`src/rtl/fetch_sequencer_if.sv`:
```
// fetch_sequencer_if: fetch_sequencer bus (master = sequencer): run/pc in, memory req/ack, instr valid/ready, exec results, PC controls, status
interface fetch_sequencer_if #(
  parameter int ADDR_WIDTH = 9,
  parameter int DATA_WIDTH = 8,
  parameter int CNT_WIDTH  = 16
);
  logic                  run;
  logic [ADDR_WIDTH-1:0] pc;
  logic                  mem_req;
  logic [ADDR_WIDTH-1:0] mem_addr;
  logic                  mem_ack;
  logic [DATA_WIDTH-1:0] mem_rdata;
  logic                  instr_valid;
  logic                  instr_ready;
  logic [DATA_WIDTH-1:0] instr_opcode;
  logic [DATA_WIDTH-1:0] instr_op1;
  logic [DATA_WIDTH-1:0] instr_op2;
  logic                  exec_done;
  logic                  exec_jump;
  logic [ADDR_WIDTH-1:0] exec_jump_addr;
  logic                  exec_halt;
  logic                  halt;
  logic                  jump_en;
  logic [ADDR_WIDTH-1:0] jump_addr;
  logic [1:0]            instr_size;
  logic                  halted;
  logic [CNT_WIDTH-1:0]  retired;
  modport master (
    input  run, pc, mem_ack, mem_rdata, instr_ready, exec_done, exec_jump, exec_jump_addr, exec_halt,
    output mem_req, mem_addr, instr_valid, instr_opcode, instr_op1, instr_op2,
           halt, jump_en, jump_addr, instr_size, halted, retired
  );
  modport slave (
    output run, pc, mem_ack, mem_rdata, instr_ready, exec_done, exec_jump, exec_jump_addr, exec_halt,
    input  mem_req, mem_addr, instr_valid, instr_opcode, instr_op1, instr_op2,
           halt, jump_en, jump_addr, instr_size, halted, retired
  );
endinterface

```
`src/rtl/fetch_sequencer.sv`:
```
// fetch_sequencer: fetch/issue/execute/advance FSM; ports clk, rst, bus (master: byte memory req/ack, instr valid/ready, exec_done results, program_counter halt/jump/size, halted/retired)
module fetch_sequencer #(
  parameter int ADDR_WIDTH = 9,
  parameter int DATA_WIDTH = 8,
  parameter int CNT_WIDTH  = 16
) (
  input logic clk,
  input logic rst,
  fetch_sequencer_if.master bus
);
  typedef enum logic [2:0] {IDLE, FETCH_OP, FETCH_B1, FETCH_B2, ISSUE, EXECUTE, ADVANCE, HALTED} state_t;
  state_t state, nxt;
  logic [1:0] sz, dec;
  logic ack;
  logic [ADDR_WIDTH-1:0] addr_d;
  assign ack = bus.mem_req & bus.mem_ack;
  assign dec = bus.mem_rdata[7:6] == 2'b01 ? 2'd2 : bus.mem_rdata[7:6] == 2'b10 ? 2'd3 : 2'd1;
  always_ff @(posedge clk) state <= rst ? IDLE : nxt;
  always_comb begin
    nxt = state;
    case (state)
      IDLE:     nxt = bus.run ? FETCH_OP : IDLE;
      FETCH_OP: nxt = !ack ? FETCH_OP : dec == 2'd1 ? ISSUE : FETCH_B1;
      FETCH_B1: nxt = !ack ? FETCH_B1 : sz == 2'd2 ? ISSUE : FETCH_B2;
      FETCH_B2: nxt = ack ? ISSUE : FETCH_B2;
      ISSUE:    nxt = bus.instr_ready ? EXECUTE : ISSUE;
      EXECUTE:  nxt = !bus.exec_done ? EXECUTE : bus.exec_halt ? HALTED : ADVANCE;
      ADVANCE:  nxt = bus.run ? FETCH_OP : IDLE;
      default:  nxt = HALTED;
    endcase
  end
  // mem_addr is registered, so leaving ADVANCE it must use the pc that program_counter loads on that same edge
  always_comb begin
    addr_d = (ack && nxt != ISSUE) ? bus.mem_addr + ADDR_WIDTH'(1) :
             state == IDLE ? bus.pc :
             state == ADVANCE ? (bus.jump_en ? bus.jump_addr : bus.pc + ADDR_WIDTH'(bus.instr_size)) :
             bus.mem_addr;
  end
  always_ff @(posedge clk) begin
    if (rst) begin
      bus.mem_req      <= 1'b0;
      bus.mem_addr     <= '0;
      bus.instr_valid  <= 1'b0;
      bus.instr_opcode <= '0;
      bus.instr_op1    <= '0;
      bus.instr_op2    <= '0;
      bus.halt         <= 1'b1;
      bus.jump_en      <= 1'b0;
      bus.jump_addr    <= '0;
      bus.instr_size   <= 2'd0;
      bus.halted       <= 1'b0;
      bus.retired      <= '0;
      sz               <= 2'd0;
    end else begin
      bus.mem_req     <= nxt inside {FETCH_OP, FETCH_B1, FETCH_B2};
      bus.mem_addr    <= addr_d;
      bus.instr_valid <= nxt == ISSUE;
      bus.halt        <= nxt != ADVANCE;
      bus.halted      <= nxt == HALTED;
      bus.jump_en     <= nxt == ADVANCE && bus.exec_jump;
      bus.jump_addr   <= nxt == ADVANCE ? bus.exec_jump_addr : '0;
      bus.instr_size  <= nxt == ADVANCE ? sz : 2'd0;
      if (nxt == ADVANCE) bus.retired <= bus.retired + CNT_WIDTH'(1);
      if (state == FETCH_OP && ack) begin
        bus.instr_opcode <= bus.mem_rdata;
        bus.instr_op1    <= '0;
        bus.instr_op2    <= '0;
        sz               <= dec;
      end
      if (state == FETCH_B1 && ack) bus.instr_op1 <= bus.mem_rdata;
      if (state == FETCH_B2 && ack) bus.instr_op2 <= bus.mem_rdata;
    end
  end
endmodule
```
`src/flat_wrapper.sv`:
```
// flat-port wrapper written by rule: the top's interface ports become plain ports
module fetch_sequencer_flat 
#(
  parameter int ADDR_WIDTH = 9,
  parameter int DATA_WIDTH = 8,
  parameter int CNT_WIDTH  = 16
)
  (clk, rst, bus_run, bus_pc, bus_mem_ack, bus_mem_rdata, bus_instr_ready, bus_exec_done, bus_exec_jump, bus_exec_jump_addr, bus_exec_halt, bus_mem_req, bus_mem_addr, bus_instr_valid, bus_instr_opcode, bus_instr_op1, bus_instr_op2, bus_halt, bus_jump_en, bus_jump_addr, bus_instr_size, bus_halted, bus_retired);
  fetch_sequencer_if #(.ADDR_WIDTH(ADDR_WIDTH), .DATA_WIDTH(DATA_WIDTH), .CNT_WIDTH(CNT_WIDTH)) bus_i ();
  input logic clk;
  input logic rst;
  input wire logic [$bits(bus_i.run)-1:0] bus_run;
  input wire logic [$bits(bus_i.pc)-1:0] bus_pc;
  input wire logic [$bits(bus_i.mem_ack)-1:0] bus_mem_ack;
  input wire logic [$bits(bus_i.mem_rdata)-1:0] bus_mem_rdata;
  input wire logic [$bits(bus_i.instr_ready)-1:0] bus_instr_ready;
  input wire logic [$bits(bus_i.exec_done)-1:0] bus_exec_done;
  input wire logic [$bits(bus_i.exec_jump)-1:0] bus_exec_jump;
  input wire logic [$bits(bus_i.exec_jump_addr)-1:0] bus_exec_jump_addr;
  input wire logic [$bits(bus_i.exec_halt)-1:0] bus_exec_halt;
  output wire logic [$bits(bus_i.mem_req)-1:0] bus_mem_req;
  output wire logic [$bits(bus_i.mem_addr)-1:0] bus_mem_addr;
  output wire logic [$bits(bus_i.instr_valid)-1:0] bus_instr_valid;
  output wire logic [$bits(bus_i.instr_opcode)-1:0] bus_instr_opcode;
  output wire logic [$bits(bus_i.instr_op1)-1:0] bus_instr_op1;
  output wire logic [$bits(bus_i.instr_op2)-1:0] bus_instr_op2;
  output wire logic [$bits(bus_i.halt)-1:0] bus_halt;
  output wire logic [$bits(bus_i.jump_en)-1:0] bus_jump_en;
  output wire logic [$bits(bus_i.jump_addr)-1:0] bus_jump_addr;
  output wire logic [$bits(bus_i.instr_size)-1:0] bus_instr_size;
  output wire logic [$bits(bus_i.halted)-1:0] bus_halted;
  output wire logic [$bits(bus_i.retired)-1:0] bus_retired;
  assign bus_i.run = bus_run;
  assign bus_i.pc = bus_pc;
  assign bus_i.mem_ack = bus_mem_ack;
  assign bus_i.mem_rdata = bus_mem_rdata;
  assign bus_i.instr_ready = bus_instr_ready;
  assign bus_i.exec_done = bus_exec_done;
  assign bus_i.exec_jump = bus_exec_jump;
  assign bus_i.exec_jump_addr = bus_exec_jump_addr;
  assign bus_i.exec_halt = bus_exec_halt;
  assign bus_mem_req = bus_i.mem_req;
  assign bus_mem_addr = bus_i.mem_addr;
  assign bus_instr_valid = bus_i.instr_valid;
  assign bus_instr_opcode = bus_i.instr_opcode;
  assign bus_instr_op1 = bus_i.instr_op1;
  assign bus_instr_op2 = bus_i.instr_op2;
  assign bus_halt = bus_i.halt;
  assign bus_jump_en = bus_i.jump_en;
  assign bus_jump_addr = bus_i.jump_addr;
  assign bus_instr_size = bus_i.instr_size;
  assign bus_halted = bus_i.halted;
  assign bus_retired = bus_i.retired;
  fetch_sequencer #(.ADDR_WIDTH(ADDR_WIDTH), .DATA_WIDTH(DATA_WIDTH), .CNT_WIDTH(CNT_WIDTH)) u_core (.clk(clk), .rst(rst), .bus(bus_i));
endmodule
```
`config.mk`:
```
export PLATFORM = sky130hd
export DESIGN_NAME = fetch_sequencer_flat
export DESIGN_NICKNAME = d
export VERILOG_FILES = /design/src/rtl/fetch_sequencer_if.sv /design/src/rtl/fetch_sequencer.sv /design/src/flat_wrapper.sv
export SDC_FILE = /design/constraint.sdc
export NUM_CORES = 1
export LEC_CHECK = 0
export CAP_MARGIN = 30
export CORE_ASPECT_RATIO = 1.1
export CORE_MARGIN = 5
export CORE_UTILIZATION = 40
export DETAILED_ROUTE_END_ITERATION = 8
export GPL_ROUTABILITY_DRIVEN = 0
export HOLD_SLACK_MARGIN = 0.02
export PLACE_DENSITY = 0.81
export SYNTH_ARGS = -nofsm -noshare
export SYNTH_HDL_FRONTEND = slang
export SYNTH_SLANG_ARGS = --single-unit
```
`constraint.sdc`:
```
create_clock -name clk -period 2.53 [get_ports clk]
set_input_delay 0.253 -clock clk [delete_from_list [all_inputs] [get_ports clk]]
set_output_delay 0.253 -clock clk [all_outputs]
set_load 0.1 [all_outputs]
```
==> out/metrics.cfg <==
[worst_setup_path]
start_kind = primary input
timing.critical_path.fanout_max = 5
critPathKind = in2reg
critPathCaptureType = register
cp.required_ps = 2770
critPathArrivalTime_ps = 2600

[placed_design]
port-buffer-count = 98
placed_area_um2 = 4390
pre_cts_slack_ps = -231.8
dp.cells = 610
detailedPlacementHpwl_mm = 7.353

[clock_tree]
clock_tree.buffer_depth = 2
clock_sinks = 70
cts.reportedPaths.clkPinSlew_ps = 80
tritoncts_clock_tree = yes
cts.htree.levels = 3
cts_root_buf = sky130_fd_sc_hd__clkbuf_8
cts_made_buffers = 9
clock_insertion_delay_worst_skew_ps = 350
post_cts_hold_buffer_count = 0

[power_and_ir_drop]
p_switching_mw = 0.8724
power_mw = 2.657
vdd.ir_drop.worst_uv = 278.6
seq_power_share = 0.443
p_clk_frac = 0.344
swShare = 0.3284
cell_internal_pwr_mw = 1.784
power.density_nw_per_um2 = 576.9
power_frac_comb = 0.213
power.leakage_nw = 1.917

[status]
status = complete, no violations

[yosys]
yosys.area_share.xor_xnor = 0.02909
asyncSetResetFlopFracSynth = 0
yosys.area_share.adder = 0.02493
synth.ff_latch_count = 70
post_synth_instance_area_um2 = 3312
synth.yosys.seq_area_share = 0.4231
yosys.area.top_type_share = 0.4231
cell_type_with_the_highest_aggregate_area_in_the_netlist = sky130_fd_sc_hd__dfxtp_1
synth_area_in_compound_gates = 0.1900
synth_fp_nets = 436
ys_warn_count = 0
synth.area.mux_share = 0.01247
synth_simple_gate_area_frac = 0.2743
ys.flop_type = sky130_fd_sc_hd__dfxtp_1
dominant_combinational_cell_family_by_area_after_synthesis = simple AND/OR/NAND/NOR gates
synthTopCellsByCount = 70 x sky130_fd_sc_hd__dfxtp_1, 45 x sky130_fd_sc_hd__nor2_1, 44 x sky130_fd_sc_hd__nand2_1
count_of_flip_flops_with_a_built_in_enable_after_synthesis = 0
netlist_top_cells_area = sky130_fd_sc_hd__dfxtp_1 42%, sky130_fd_sc_hd__nor2_1 5.1%, sky130_fd_sc_hd__a21oi_1 5.0%, sky130_fd_sc_hd__nand2_1 5.0%, sky130_fd_sc_hd__nand3_1 3.6%
count_of_distinct_cell_types_in_the_synthesized_netlist = 58
postSynthCellCount = 396
mean_instance_size_in_the_synthesized_netlist_um2 = 8.363
synthMostInstantiatedCell = sky130_fd_sc_hd__dfxtp_1

[sta]
slew-limit-headroom = 0.5877
final_hold_vio_count = 0
period_share = 0.9329
slew_violations = 0
timing.hold.ws_ps = 347.6
setup_slack_ps = 169.7
fin_skew_ps = 10.16
worst_pin_slew_ps = 613.7
setup_viol = 0
max_clock_freq_mhz = 423.7
rsz0062_at_grt = false
timing.final.crit_period_ps = 2360
final.setup.tns_ps = 0

[global_routing]
track_usage = 0.1889
number_of_global_route_vias_before_repair = 3384
grt_pass1_wl_mm = 16.13
largest_net_degree_at_the_start_of_global_routing = 34
initial_antenna_violation_count = 0
remaining_global_route_overflow = 0

[routing]
post-route-drc-count = 0
route.vias.total = 3378
wl_mm = 9.854
avgViaCountPerCell = 5.396
routed_wire_length_per_instance_um = 15.74
detail_route.first_pass.iterations = 5
antenna_violating_nets_post_route = 0
drt_iter0_drc = 231

[layout]
final_layout_size_suffix_gt1_frac = 0.2452
finalCoreUtilization = 0.5759
synthToLayoutAreaGrowth_pct = 39.06
finish.cell_count_without_fillers = 626
final_nets = 553
antenna_cells = 0
design_area_um2 = 4606

[floorplan]
die_area_um2 = 10200
start_util = 0.4141
dieHeight_um = 105.4
placementRows = 34
die_x_um = 96.76
io_pins = 99
coreArea_um2 = 7998

[run]
drv_cap = 0

[hold_path]
min_delay_path_class = in2reg

sequential cells by signal, indices dropped and copies added, names as in the netlist:
register,count
u_core.sz,2
u_core.state,3
u_core.bus.retired,16
u_core.bus.instr_size,2
u_core.bus.instr_valid,1
u_core.bus.halted,1
u_core.bus.jump_addr,9
u_core.bus.instr_op2,8
u_core.bus.instr_op1,8
u_core.bus.jump_en,1
u_core.bus.instr_opcode,8
u_core.bus.halt,1
u_core.bus.mem_addr,9
u_core.bus.mem_req,1
worst max-delay path, stage by stage:
cell and delay (ps):
sky130_fd_sc_hd__clkdlybuf4s50_1 470, sky130_fd_sc_hd__inv_1 50, sky130_fd_sc_hd__ha_1 280, sky130_fd_sc_hd__buf_4 140
sky130_fd_sc_hd__o311a_1 370, sky130_fd_sc_hd__o2bb2ai_2 270, sky130_fd_sc_hd__nand2_4 100, sky130_fd_sc_hd__nor4_1 310
sky130_fd_sc_hd__mux2_1 350
final cells by class:
class	instances	area, µm²
clock buffers	9	123.9
flip-flops and latches	70	1405
inverters	13	48.80
multi-input cells	292	1775
repair buffers	127	1044
fillers	744	3392
clock inverters	7	73.82
well taps	108	135.1
per-layer routing:
layer,vias to the layer above,global-route usage,share of wire
li1,1649,-,-
met1,1577,0.2297,0.42
met2,128,0.3121,0.48
met3,24,0.05350,0.068
met4,0,0.08225,0.026
met5,-,0,0
what timing repair did:
| item | in CTS | in global routing |
|---|---|---|
| gates resized for setup | 1 | 5 |
| gates cloned | 0 | 0 |
| setup buffers | 0 | 0 |
| endpoints found under the setup margin | 8 | 5 |
power groups by stage:
stage / Sequential, mW / Clock, mW / Combinational, mW
2_1_floorplan: 1.37 / 0 / 0.191
3_3_place_gp: 1.20 / 0 / 0.546
3_5_place_dp: 1.20 / 0 / 0.557
4_1_cts: 1.18 / 0.930 / 0.560
5_1_grt: 1.18 / 0.982 / 0.599
6_report: 1.18 / 0.914 / 0.566
final timing paths:
kind | from | end | slack [ps] | depth (start not counted)
max | bus_mem_rdata[7] | u_core.bus.retired[12]$_SDFFE_PP0N_ | 170 | 9
min | rst | u_core.bus.mem_addr[8]$_SDFFE_PP0P_ | 350 | 2
max reg2reg | u_core.state[1]$_SDFF_PP0_ | u_core.bus.mem_addr[3]$_SDFFE_PP0P_ | 200 | 7
min reg2reg | u_core.bus.instr_op2[2]$_SDFFE_PP0P_ | u_core.bus.instr_op2[2]$_SDFFE_PP0P_ | 460 | 2
layout by cell type, fill, tap and decap left out, drive strengths merged, types with 6 or more instances in the layout:
| cell type | synthesis | layout |
|---|---|---|
| a21oi | 34 | 34 |
| a22oi | 9 | 9 |
| and2 | 17 | 17 |
| and3 | 6 | 6 |
| buf | 9 | 95 |
| clkbuf | 12 | 9 |
| clkdlybuf4s50 | 0 | 32 |
| dfxtp | 70 | 70 |
| inv | 13 | 14 |
| nand2 | 46 | 46 |
| nand3 | 24 | 24 |
| nand4 | 9 | 9 |
| nor2 | 45 | 45 |
| o21ai | 12 | 12 |
| xor2 | 11 | 11 |
logic make-up after synthesis:
family	count (synthesis)
DFF	70
muxes	4
xor gates and xnor gates	11
adders and majority gates	6
buffers and inverters	34
and+or+nand+nor	180
AOI/OAI and AO/OA	91
Note: power is estimated with default switching activity, not from simulation.
